### config.mk
export PLATFORM = sky130hd
export DESIGN_NAME = oam_dma_ctrl
export DESIGN_NICKNAME = d
export VERILOG_FILES = /design/src/rtl/oam_dma_ctrl.sv
export SDC_FILE = /design/constraint.sdc
export NUM_CORES = 1
export LEC_CHECK = 0
export BUFFER_PORTS_ARGS = -buffer_cell sky130_fd_sc_hd__buf_4
export CORE_ASPECT_RATIO = 1.4
export CORE_UTILIZATION = 47
export CTS_CLUSTER_DIAMETER = 80
export DETAILED_ROUTE_END_ITERATION = 16
export GPL_ROUTABILITY_DRIVEN = 0
export HOLD_SLACK_MARGIN = 0.06
export PLACE_DENSITY_LB_ADDON = 0.2
export RECOVER_POWER = 25
export SYNTH_ARGS = -nofsm -noshare
export SYNTH_HDL_FRONTEND = slang
export SYNTH_SLANG_ARGS = --single-unit
### constraint.sdc
create_clock -name clk -period 2.1 [get_ports clk]
set_input_delay 0.105 -clock clk [delete_from_list [all_inputs] [get_ports clk]]
set_output_delay 0.105 -clock clk [all_outputs]
set_load 0.01 [all_outputs]
### src/rtl/oam_dma_ctrl.sv
// Sprite DMA controller between the 6502 bus master and the bus fabric.
// Passes CPU cycles through in IDLE; a write to the DMA register halts
// the CPU and copies one page to the OAM data port.
// Ports: clk, rst_n, cpu_addr/cpu_data_out/cpu_wen in,
//   cpu_data_in/cpu_rdy/dma_busy out, mem_addr/mem_data_out/mem_wen out,
//   mem_data_in in.
module oam_dma_ctrl #(
  parameter logic [15:0] DMA_REG_ADDR  = 16'h4014,
  parameter logic [15:0] OAM_DATA_ADDR = 16'h2004,
  parameter int          XFER_LEN      = 256
) (
  input  logic        clk,
  input  logic        rst_n,
  input  logic [15:0] cpu_addr,
  input  logic [7:0]  cpu_data_out,
  input  logic        cpu_wen,
  output logic [7:0]  cpu_data_in,
  output logic        cpu_rdy,
  output logic        dma_busy,
  output logic [15:0] mem_addr,
  output logic [7:0]  mem_data_out,
  output logic        mem_wen,
  input  logic [7:0]  mem_data_in
);

  typedef enum logic [2:0] {
    IDLE,
    HALT,
    ALIGN,
    READ,
    WRITE
  } state_t;

  localparam logic [7:0] LAST_IDX = 8'(XFER_LEN - 1);

  state_t     state;
  state_t     state_nxt;
  logic       parity;
  logic [7:0] page;
  logic [7:0] idx;
  logic [7:0] byte_q;
  logic       trig;

  assign trig        = cpu_wen && (cpu_addr == DMA_REG_ADDR);
  assign cpu_data_in = mem_data_in;

  always_ff @(posedge clk or negedge rst_n) begin
    if (!rst_n) begin
      state  <= IDLE;
      parity <= 1'b0;
      page   <= 8'h00;
      idx    <= 8'h00;
      byte_q <= 8'h00;
    end else begin
      state  <= state_nxt;
      parity <= ~parity;
      unique case (state)
        IDLE: begin
          if (trig) begin
            page <= cpu_data_out;
            idx  <= 8'h00;
          end
        end
        READ:  byte_q <= mem_data_in;
        WRITE: begin
          if (idx != LAST_IDX) begin
            idx <= idx + 8'd1;
          end
        end
        default: ;
      endcase
    end
  end

  always_comb begin
    state_nxt    = state;
    cpu_rdy      = 1'b0;
    dma_busy     = 1'b1;
    mem_addr     = cpu_addr;
    mem_data_out = cpu_data_out;
    mem_wen      = 1'b0;
    unique case (state)
      IDLE: begin
        cpu_rdy  = 1'b1;
        dma_busy = 1'b0;
        // The trigger write is consumed here, never forwarded.
        mem_wen  = cpu_wen && !trig;
        if (trig) begin
          state_nxt = HALT;
        end
      end
      HALT: begin
        // Reads must land on even cycles; pad one cycle if needed.
        state_nxt = parity ? READ : ALIGN;
      end
      ALIGN: begin
        state_nxt = READ;
      end
      READ: begin
        mem_addr  = {page, idx};
        state_nxt = WRITE;
      end
      WRITE: begin
        mem_addr     = OAM_DATA_ADDR;
        mem_data_out = byte_q;
        mem_wen      = 1'b1;
        state_nxt    = (idx == LAST_IDX) ? IDLE : READ;
      end
      default: begin
        state_nxt = IDLE;
      end
    endcase
  end

endmodule

---- Word level (Yosys, flattened, before mapping) ----
Cells that the tools add are included.
operators by class
  reduce and logical (&&, ||, !) cells .... 7
  equality and inequality tests ........... 9
  add/sub/neg operators ................... 1
  multiplexer cells ....................... 12
  bitwise operators ....................... 1
operators with widths
  kind                    count
  $pmux W16 S2            1
  $mux W8                 3
  $eq A16 B15 Y1 const B  1
  $pmux W8 S2             1
  $pmux W3 S5             1
  $add A8 B1 Y8 const B   1
  $eq A8 B8 Y1 const B    1
  $ne A8 B8 Y1 const B    1
  $eq A3 B2 Y1 const B    2
  $ne A2 B2 Y1 const B    2
  $eq A3 B1 Y1 const B    1
  $eq A3 B3 Y1 const B    1
  $logic_not A3 Y1        1
  $mux W1                 3
  $mux W3                 1
  $reduce_and A3 Y1       1
  $logic_and A1 B1 Y1     2
  $mux W2                 1
  $pmux W1 S2             1
  $reduce_and A2 Y1       1
  $reduce_bool A2 Y1      1
  $logic_not A1 Y1        1
  $not A1 Y1              1
word-level totals
  logic and storage cells ................. 35
  register bits after elaboration ......... 28
  output and inout port bits .............. 35
  bits of input ports ..................... 35

---- Depth between registers and ports, before layout ----
Gate-level depths: netlist (run 1).
  depth after elaboration ................. 5
  depth in mapped cells ................... 6
  depth with buffers taken out ............ 5

---- Least setup slack after synthesis (run 1) ----
Ideal clock, no wire load.
  path type ............................... register to register
  start point ............................. register state[0]
  end point ............................... register page[0]
  buffers on the path ..................... 1
  period minus slack after synthesis ...... 1.673 ns
  setup time .............................. 0.128 ns
  cell stages (with the launch flop) ...... 6
  required time ........................... 1.972 ns
  data arrival time ....................... 1.546 ns
  slack ................................... 0.427 ns
  cell sequence ........................... dfrtp_1 > buf_2 > nor3_2 > nand2_1 > nor2_4 > mux2_1
on the way
  longest elaborated chain between the ends .. 2
RTL lines
  what                         RTL line  source
  start, declared              36        state_t state;
  start signal, assigned       55        state <= state_nxt;
  $logic_not A3 Y1             57        unique case (state)
  $reduce_and A2 Y1 (no line)  --
  end signal, assigned         60        page <= cpu_data_out;
  end, declared                39        logic [7:0] page;
No other way between the ends.
A chain may end at the register's enable or synchronous reset.

---- Worst setup path after layout (run 1) ----
  start point ............................. register state[1]
  end point ............................... output port mem_addr[2]
on the way
  longest elaborated chain between the ends .. 2
  elaborated cells on any way between the ends .. 3
  those cells by class .................... 2 x eq/ne; 1 x mux
RTL lines
  what                                          RTL line  source
  $eq A3 B3 Y1 or $eq A3 B2 Y1 (tied branches)  82        unique case (state)
  $pmux W16 S2 *                                82
  end, declared                                 20        output logic [15:0] mem_addr,
Every way passes the cells marked *; elsewhere a longest branch is shown, timed or not.

==> results of run 1 <==
final cells by class:
class	instances	area, um2	share of cell area (%)
clock buffer	3	41.3	1.85
inverter	7	26.3	1.18
multi-input combinational	113	796	35.6
sequential	28	701	31.4
tap	39	48.8	2.18
timing repair buffer	82	621	27.8
logic make-up after synthesis:
logic type	share of synthesized area (%)
muxes	13.0
xor gates and xnor gates	1.09
AOI/OAI and AO/OA	15.8
buffers and inverters	7.30
adders and majority gates	0.776
DFF	43.5
and+or+nand+nor	18.6
what timing repair did:
item,in CTS,in global routing
hold endpoints to repair,36,2
hold buffers,9,2
endpoints found under the setup margin,14,0
gates resized for setup,1,0
flip-flops by register name, summed over array words and instances (netlist names):
| name | cells |
|---|---|
| byte_q | 8 |
| idx | 8 |
| page | 8 |
| state | 3 |
| parity | 1 |
cells in the mapped netlist (2+ instances only):
cell	number
o22ai_1	2
a21oi_1	2
o211ai_1	2
clkbuf_1	3
nor3_1	3
nor4_1	2
dfrtp_1	28
mux2i_1	3
o21ai_1	3
mux2_1	11
buf_2	4
buf_4	8
o21ai_0	4
nand2_1	32
nand3_1	7
mux2_2	5
nor2_1	3
inv_1	6
a22o_1	14
final timing paths:
kind                               endpoint  slack [ps]  cells after the start
min in group asynchronous           page[6]         710                      2
worst min register to register       parity         400                      1
max in group asynchronous          state[0]         530                      2
worst max-delay path            mem_addr[2]         180                      6
worst max register to register       idx[7]         270                      5
worst min-delay path              byte_q[3]          70                      2
layer usage:
metal / vias up / GRT usage (%) / part of all wire, %
li1: 709 / - / -
met1: 750 / 27.8 / 39
met2: 72 / 45.2 / 55
met3: 4 / 2.34 / 5.2
met4: 0 / 7.81 / 1.1
met5: - / 0 / 0
stage by stage:
stage,instance area (um2),hold WS [ps],setup WS [ps],cells
CTS,2240,60.8,189,270
finish,2230,72.8,181,272
global route,2230,63.5,63.8,272
global placement,2100,36.3,311,258
detailed placement,2100,42.7,216,258
floorplan,1610,-191,427,163
power groups by stage:
stage	clock network, uW	registers, uW	logic (uW)
after floorplan	0	810	944
after global placement	0	878	1380
after detailed placement	0	900	1410
after CTS	290	887	1440
after global routing	310	913	1560
final	286	890	1430
critical path, delay by kind of cell (launching register included):
kind          cells  cell delay (ps)
flops             1              520
buf+inv           2              490
simple gates      3              310
mux               1              220
==> impl_metrics.toml, run 1 <==
[status]
status = "complete, no violations"

[setup_path]
cpPeakStageDelay_ps = 520
cp-end-kind = "primary output"
cp_cell_sequence = "nand2_1 -> nor2_2 -> buf_4 -> mux2i_1 -> nand2_1 -> buf_4"
path_max_fanout = 25
reg2reg_from = "idx[0]"
cpMaxStageDelayCell = "dfrtp_1"
worstSetupStartpointType = "register"
arrival_ps = 1810
crit_required_ps = 2000
criticalPathCategory = "register to primary output"
crit_start = "state[1]"

[sta]
fin_worst_skew_ps = 3.71
drv_slew = 0
setup_viol = 0
tightest_slew_ps = 1480
layout_worst_path_cycle_share_pct = 91.4
hold_viol_final = 0
fin_tns_setup_ps = 0
max_slew_margin_pct = 1.36
max_freq_mhz = 521
period_minus_slack_ps = 1920
rsz0062_at_grt = "false"

[synth]
synthArstFlopShare_pct = 100
synth_area_um2 = 1610
synthDistinctLibCells = 40
ys_seq_area_share_pct = 43.5
synth_top_area_share_pct = 43.5
synth_edf_count = 0
syn_nets = 199
synth-seq-cells = 28
synth.top_cells.by_area = "dfrtp_1 43%, mux2_1 7.7%, a22o_1 7.6%, nand2_1 7.5%, buf_4 3.7%"
ys_warn_count = 0
synth_area_leader_cell = "dfrtp_1"
synth_cells = 163
synthFlopType = "dfrtp_1"
avgSynthCellArea_um2 = 9.89

[floorplanning]
num_rows = 24
die_h_um = 71.3
design.core.area_um2 = 3180
ios = 70
die_w_um = 51.5
die_area_um2 = 3670
start_util_pct = 50.6

[pwr]
seq_power_share_pct = 34.2
power_leakage_uw = 0.00112
powerDensity_nw_per_um2 = 1170
combinationalPowerShare_pct = 54.9
clockPowerShare_pct = 11.0
ir_drop_v = 0.000714
switching_share_pct = 40.7
total_power_uw = 2610
power_switching_uw = 1060
p_int_uw = 1540

[routing]
via_per_inst = 5.64
wl_per_cell_um = 15.3
first_pass_iters = 4
drc_errors = 0
wirelength_um = 4170
dr_total_vias = 1535
drt_iter0_markers = 33
detail-route-antenna-nets = 0

[global_routing]
grt_overflow = 0
track_usage_pct = 24.1
grt_start_max_net_pins = 29
grt_pass1_wl_um = 6650
antenna_found_initial = 0
first_global_vias = 1536

[clock_tree]
cts_tree = "done"
htree_levels = 1
cts_made_buffers = 3
postCtsSetupBuffers = 0
cts.sinks = 28
path_clk_slew_ps = 90
clk_latency_ps = 270
clockBufferDepth = 2
cts_root_buf = "clkbuf_8"

[layout]
mostFrequentLayoutCells = "65 x buf_4, 32 x nand2_1, 28 x dfrtp_1"
n_fill_cell = 266
area_growth_pct = 38.6
num-nets-final = 271
drive_above_1_share_pct = 34.8
diodes = 0
fin_util_pct = 70.2
mostFrequentLayoutCell = "buf_4"

[hold_path]
worstHoldStart = "mem_data_in[3]"
worstHoldPathType = "input port to register"

[placed_design]
io_buffer_count = 69
place.detailed.hpwl_um = 2980

[job]
maxCapViolations = 0
Power figures use the tool's default switching activity.
==> run 2: changes to the inputs <==
Settings changed: CORE_UTILIZATION 47 to 43.
Clock period 2.1 ns to 1.7 ns, I/O delays scaled along.
==> impl_metrics.toml, run 2 (synthesis results as in run 1) <==
[status]
violations = "setup timing"
status = "finished with violations"

[clock_tree]
cts_tree = "done"
clk_latency_ps = 280
cts_made_buffers = 3
htree_levels = 1
clockBufferDepth = 2
cts.sinks = 28
path_clk_slew_ps = 100
cts_root_buf = "clkbuf_8"

[setup_path]
criticalPathCategory = "register to primary output"
cp-end-kind = "primary output"
crit_start = "state[2]"
worstSetupStartpointType = "register"
path_max_fanout = 6
crit_required_ps = 1620
arrival_ps = 1640
reg2reg_from = "idx[1]"

[routing]
detail-route-antenna-nets = 0
drc_errors = 0
dr_wl_met2_um = 3050
dr_total_vias = 1747
wirelength_um = 5710
wl_met3_um = 383
via_per_inst = 5.65
drt_iter0_markers = 56
drt-met1-wl_um = 2070
top_layer_used = "met4"
wl_per_cell_um = 18.5
first_pass_iters = 4

[floorplanning]
design.core.area_um2 = 3470
die_w_um = 53.7
die_area_um2 = 4000
die_h_um = 74.4
start_util_pct = 46.4
num_rows = 25
ios = 70

[sta]
rsz0062_at_grt = "true"
layout_worst_path_cycle_share_pct = 102
max_slew_margin_pct = 52.0
hold_viol_final = 0
fin_worst_skew_ps = 1.86
period_minus_slack_ps = 1730
tightest_slew_ps = 721
drv_slew = 0
max_freq_mhz = 578
fin_tns_setup_ps = -182
postLayoutSetupSlackWorst_ps = -29.7
setup_viol = 17
whs_ps = 53.2

[layout]
n_fill_cell = 207
drive_above_1_share_pct = 52.8
num-nets-final = 306
final_cell_area_um2 = 2780
diodes = 0
mostFrequentLayoutCells = "73 x buf_4, 25 x dfrtp_1, 23 x buf_6"
largestRegisters = "byte_q x8, idx x8, page x8"
mostFrequentLayoutCell = "buf_4"
area_growth_pct = 72.6

[pwr]
ir_drop_v = 0.00109
power_leakage_uw = 0.00137
powerDensity_nw_per_um2 = 1520

[placed_design]
placed_area_um2 = 2170
place.detailed.hpwl_um = 3260
io_buffer_count = 69
dp_slack_ps = -79.5

[global_routing]
antenna_found_initial = 0
track_usage_pct = 25.5
grt_start_max_net_pins = 29
first_global_vias = 1587
grt_pass1_wl_um = 7310
grt_overflow = 0

[job]
maxCapViolations = 0

[hold_path]
worstHoldStart = "mem_data_in[1]"
worstHoldPathType = "input port to register"
==> run 2: metal layers <==
layer / GRT usage [%] / up-vias
met5: 0 / -
met4: 12.0 / 0
met3: 3.68 / 21
met2: 44.9 / 96
met1: 29.3 / 848
li1: - / 782
==> run 2: stage by stage <==
step	power, uW	instances	utilization (%)
2_1_floorplan	2170	163	-
4_1_cts	3640	292	72.0
6_report	4220	309	80.1
3_3_place_gp	2900	268	62.5
3_5_place_dp	2990	268	62.5
5_1_grt	4440	309	80.1
==> run 2: final cells by class <==
cell class                 count  area (um2)  area share (%)
sequential                    28         704            25.3
inverter                       7        26.3           0.945
tap                           40        50.0            1.80
multi-input combinational    113         905            32.5
clock buffer                   4        55.1            1.98
timing repair buffer         117        1040            37.4
==> run 2: power by group <==
| group | switching, uW | internal (uW) |
|---|---|---|
| logic | 1220 | 1460 |
| clock network | 221 | 208 |
| registers | 228 | 879 |
| total | 1670 | 2550 |
==> run 2: timing repair <==
action | CTS | global route
pin swaps | 9 | 22
gates resized for setup | 24 | 37
endpoints found under the hold margin | 43 | 0
buffers inserted | 4 | 21
setup endpoints to repair | 30 | 30
cloned | 0 | 1
hold buffers | 16 | 0
==> run 2: critical path: stages (launching register included) <==
cell and delay (ps):
dfrtp_2 420, buf_6 130, or3b_4 410, buf_6 160
nand2_2 60, nand2_2 60, buf_6 120
==> run 2: final timing paths <==
path | endpoint | cells past startpoint | slack [ps]
worst min register to register | parity | 1 | 420
worst max register to register | idx[0] | 5 | -20
max in group asynchronous | state[0] | 2 | 820
worst min-delay path | byte_q[1] | 2 | 50
worst max-delay path | mem_data_out[7] | 6 | -30
min in group asynchronous | idx[2] | 2 | 370
==> run 3: changes to the inputs <==
Settings changed: ABC_AREA set to 1, CORE_UTILIZATION 43 to 44.
==> impl_metrics.toml, run 3 <==
[status]
status = "complete, no violations"

[floorplanning]
start_util_pct = 46.0
ios = 70
num_rows = 27
design.core.area_um2 = 3920
die_w_um = 56.1
die_area_um2 = 4360
die_h_um = 77.7

[global_routing]
grt_pass1_wl_um = 7810
track_usage_pct = 22.5
grt_overflow = 0
antenna_found_initial = 0
first_global_vias = 1780
grt_start_max_net_pins = 29

[hold_path]
worstHoldPathType = "input port to register"

[layout]
drive_above_1_share_pct = 33.8
fin_util_pct = 66.6
area_growth_pct = 44.8
mostFrequentLayoutCell = "nand2_1"
num-nets-final = 368
largestRegisters = "byte_q x8, idx x8, page x8"
mostFrequentLayoutCells = "88 x nand2_1, 77 x buf_4, 33 x nand3_1"
diodes = 0
final_cell_area_um2 = 2610

[synth]
synthFlopType = "dfrtp_1"
ys_seq_area_share_pct = 38.9
synthDistinctLibCells = 27
synth_top_area_share_pct = 38.9
synth_cells = 251
synth.top_cells.by_area = "dfrtp_1 39%, nand2_1 18%, nand3_1 9.2%, o21ai_0 5.0%, buf_4 4.2%"
synth_edf_count = 0
synthArstFlopShare_pct = 100
syn_nets = 287
synth_commonest_cells = "88 x nand2_1, 33 x nand3_1, 28 x dfrtp_1"
synth_area_leader_cell = "dfrtp_1"
synth-seq-cells = 28
synth_area_um2 = 1800
yosys.cell_count.top_type = "nand2_1"
avgSynthCellArea_um2 = 7.18
ys_warn_count = 0

[routing]
drt_iter0_markers = 81
drc_errors = 0
wl_per_cell_um = 13.4
wirelength_um = 5000
first_pass_iters = 5
via_per_inst = 5.14
detail-route-antenna-nets = 0
dr_total_vias = 1922

[pwr]
power_switching_uw = 300
seq_power_share_pct = 49.0
combinationalPowerShare_pct = 12.5
powerDensity_nw_per_um2 = 532
ir_drop_v = 0.000602
switching_share_pct = 21.6
power_leakage_uw = 0.00138
clockPowerShare_pct = 38.5
p_int_uw = 1090

[placed_design]
place.detailed.hpwl_um = 3350
dp_slack_ps = 194
io_buffer_count = 69
placed_area_um2 = 2270

[setup_path]
r2r-end = "idx[0]"
crit_end = "mem_data_out[1]"
criticalPathCategory = "register to primary output"
arrival_ps = 1550
r2r_cells = 9
path_max_fanout = 5
crit_start = "state[0]"
cp-end-kind = "primary output"
worstSetupStartpointType = "register"
cp_cell_sequence = "inv_2 -> nand2_4 -> nor2_4 -> buf_12 -> buf_8 -> nand2_1 -> o21ai_0 -> buf_4"
reg2reg_from = "state[0]"
rrSetupSlack_ps = 200
cpPeakStageDelay_ps = 420
crit_required_ps = 1620
cpMaxStageDelayCell = "dfrtp_1"

[sta]
drv_slew = 0
postLayoutSetupSlackWorst_ps = 61.7
max_freq_mhz = 610
period_minus_slack_ps = 1640
whs_ps = 67.2
tightest_slew_ps = 711
setup_viol = 0
layout_worst_path_cycle_share_pct = 96.4
fin_worst_skew_ps = 9.99
fin_tns_setup_ps = 0
max_slew_margin_pct = 52.6
hold_viol_final = 0

[clock_tree]
htree_levels = 1
cts_made_buffers = 3
cts.sinks = 28
path_clk_slew_ps = 100
cts_tree = "done"
cts_root_buf = "clkbuf_8"
clockBufferDepth = 2
clk_latency_ps = 280

[job]
maxCapViolations = 0
run 3: layer usage:
layer	vias to the layer above	global-route usage [%]	wire (um)	part of all wire (%)
met4	0	6.59	74	1.5
met2	77	40.1	2650	53
met1	874	28.1	1970	39
met5	-	0	0	0
met3	6	3.00	300	6.0
li1	965	-	-	-
run 3: final cells by class:
class / count / area (um2)
sequential: 28 / 702
multi-input combinational: 182 / 891
tap: 43 / 53.8
timing repair buffer: 93 / 798
inverter: 24 / 95.1
clock inverter: 1 / 30.0
clock buffer: 3 / 41.3
fill: 342 / 1310
run 3: power by group through the flow:
stage	sequential [uW]	combinational, uW	clock, uW
2_1_floorplan	692	55.8	0
3_3_place_gp	693	158	0
3_5_place_dp	693	158	0
4_1_cts	680	175	544
5_1_grt	682	190	572
6_report	680	174	535
run 3: cells by family after synthesis:
group / count (synthesis) / share of synthesized area (%)
flip-flops: 28 / 38.9
AO/OA/AOI/OAI: 33 / 11.6
buffers and inverters: 41 / 12.1
AND/OR/NAND/NOR: 148 / 36.7
adder cells (fa/ha/maj): 1 / 0.694
run 3: what timing repair did:
item | 4_1_cts | 5_1_grt
endpoints found under the hold margin | 36 | 0
hold buffers | 9 | 0
gates cloned | 0 | 2
pin swaps | 0 | 1
endpoints found under the setup margin | 19 | 25
buffers inserted | 0 | 10
resized for setup | 3 | 13
run 3: worst min-delay path by stage:
stage,to,cells past startpoint,from
2_1_floorplan,byte_q[0],0,rst_n
3_3_place_gp,idx[5],1,rst_n
3_5_place_dp,idx[5],1,rst_n
4_1_cts,page[7],3,cpu_data_out[7]
5_1_grt,page[7],3,cpu_data_out[7]
6_report,page[5],3,cpu_data_out[5]
run 3: stage by stage:
stage	power [uW]	cells
finish	1390	374
CTS	1400	362
global route	1440	374
detailed placement	852	349
floorplan	748	251
global placement	851	349
run 3: critical path, delay by kind of cell, from the launching register on:
kind                   cells  cell delay, ps
DFF                        1             420
buffers and inverters      4             500
AOI/OAI and AO/OA          1              90
and+or+nand+nor            3             250
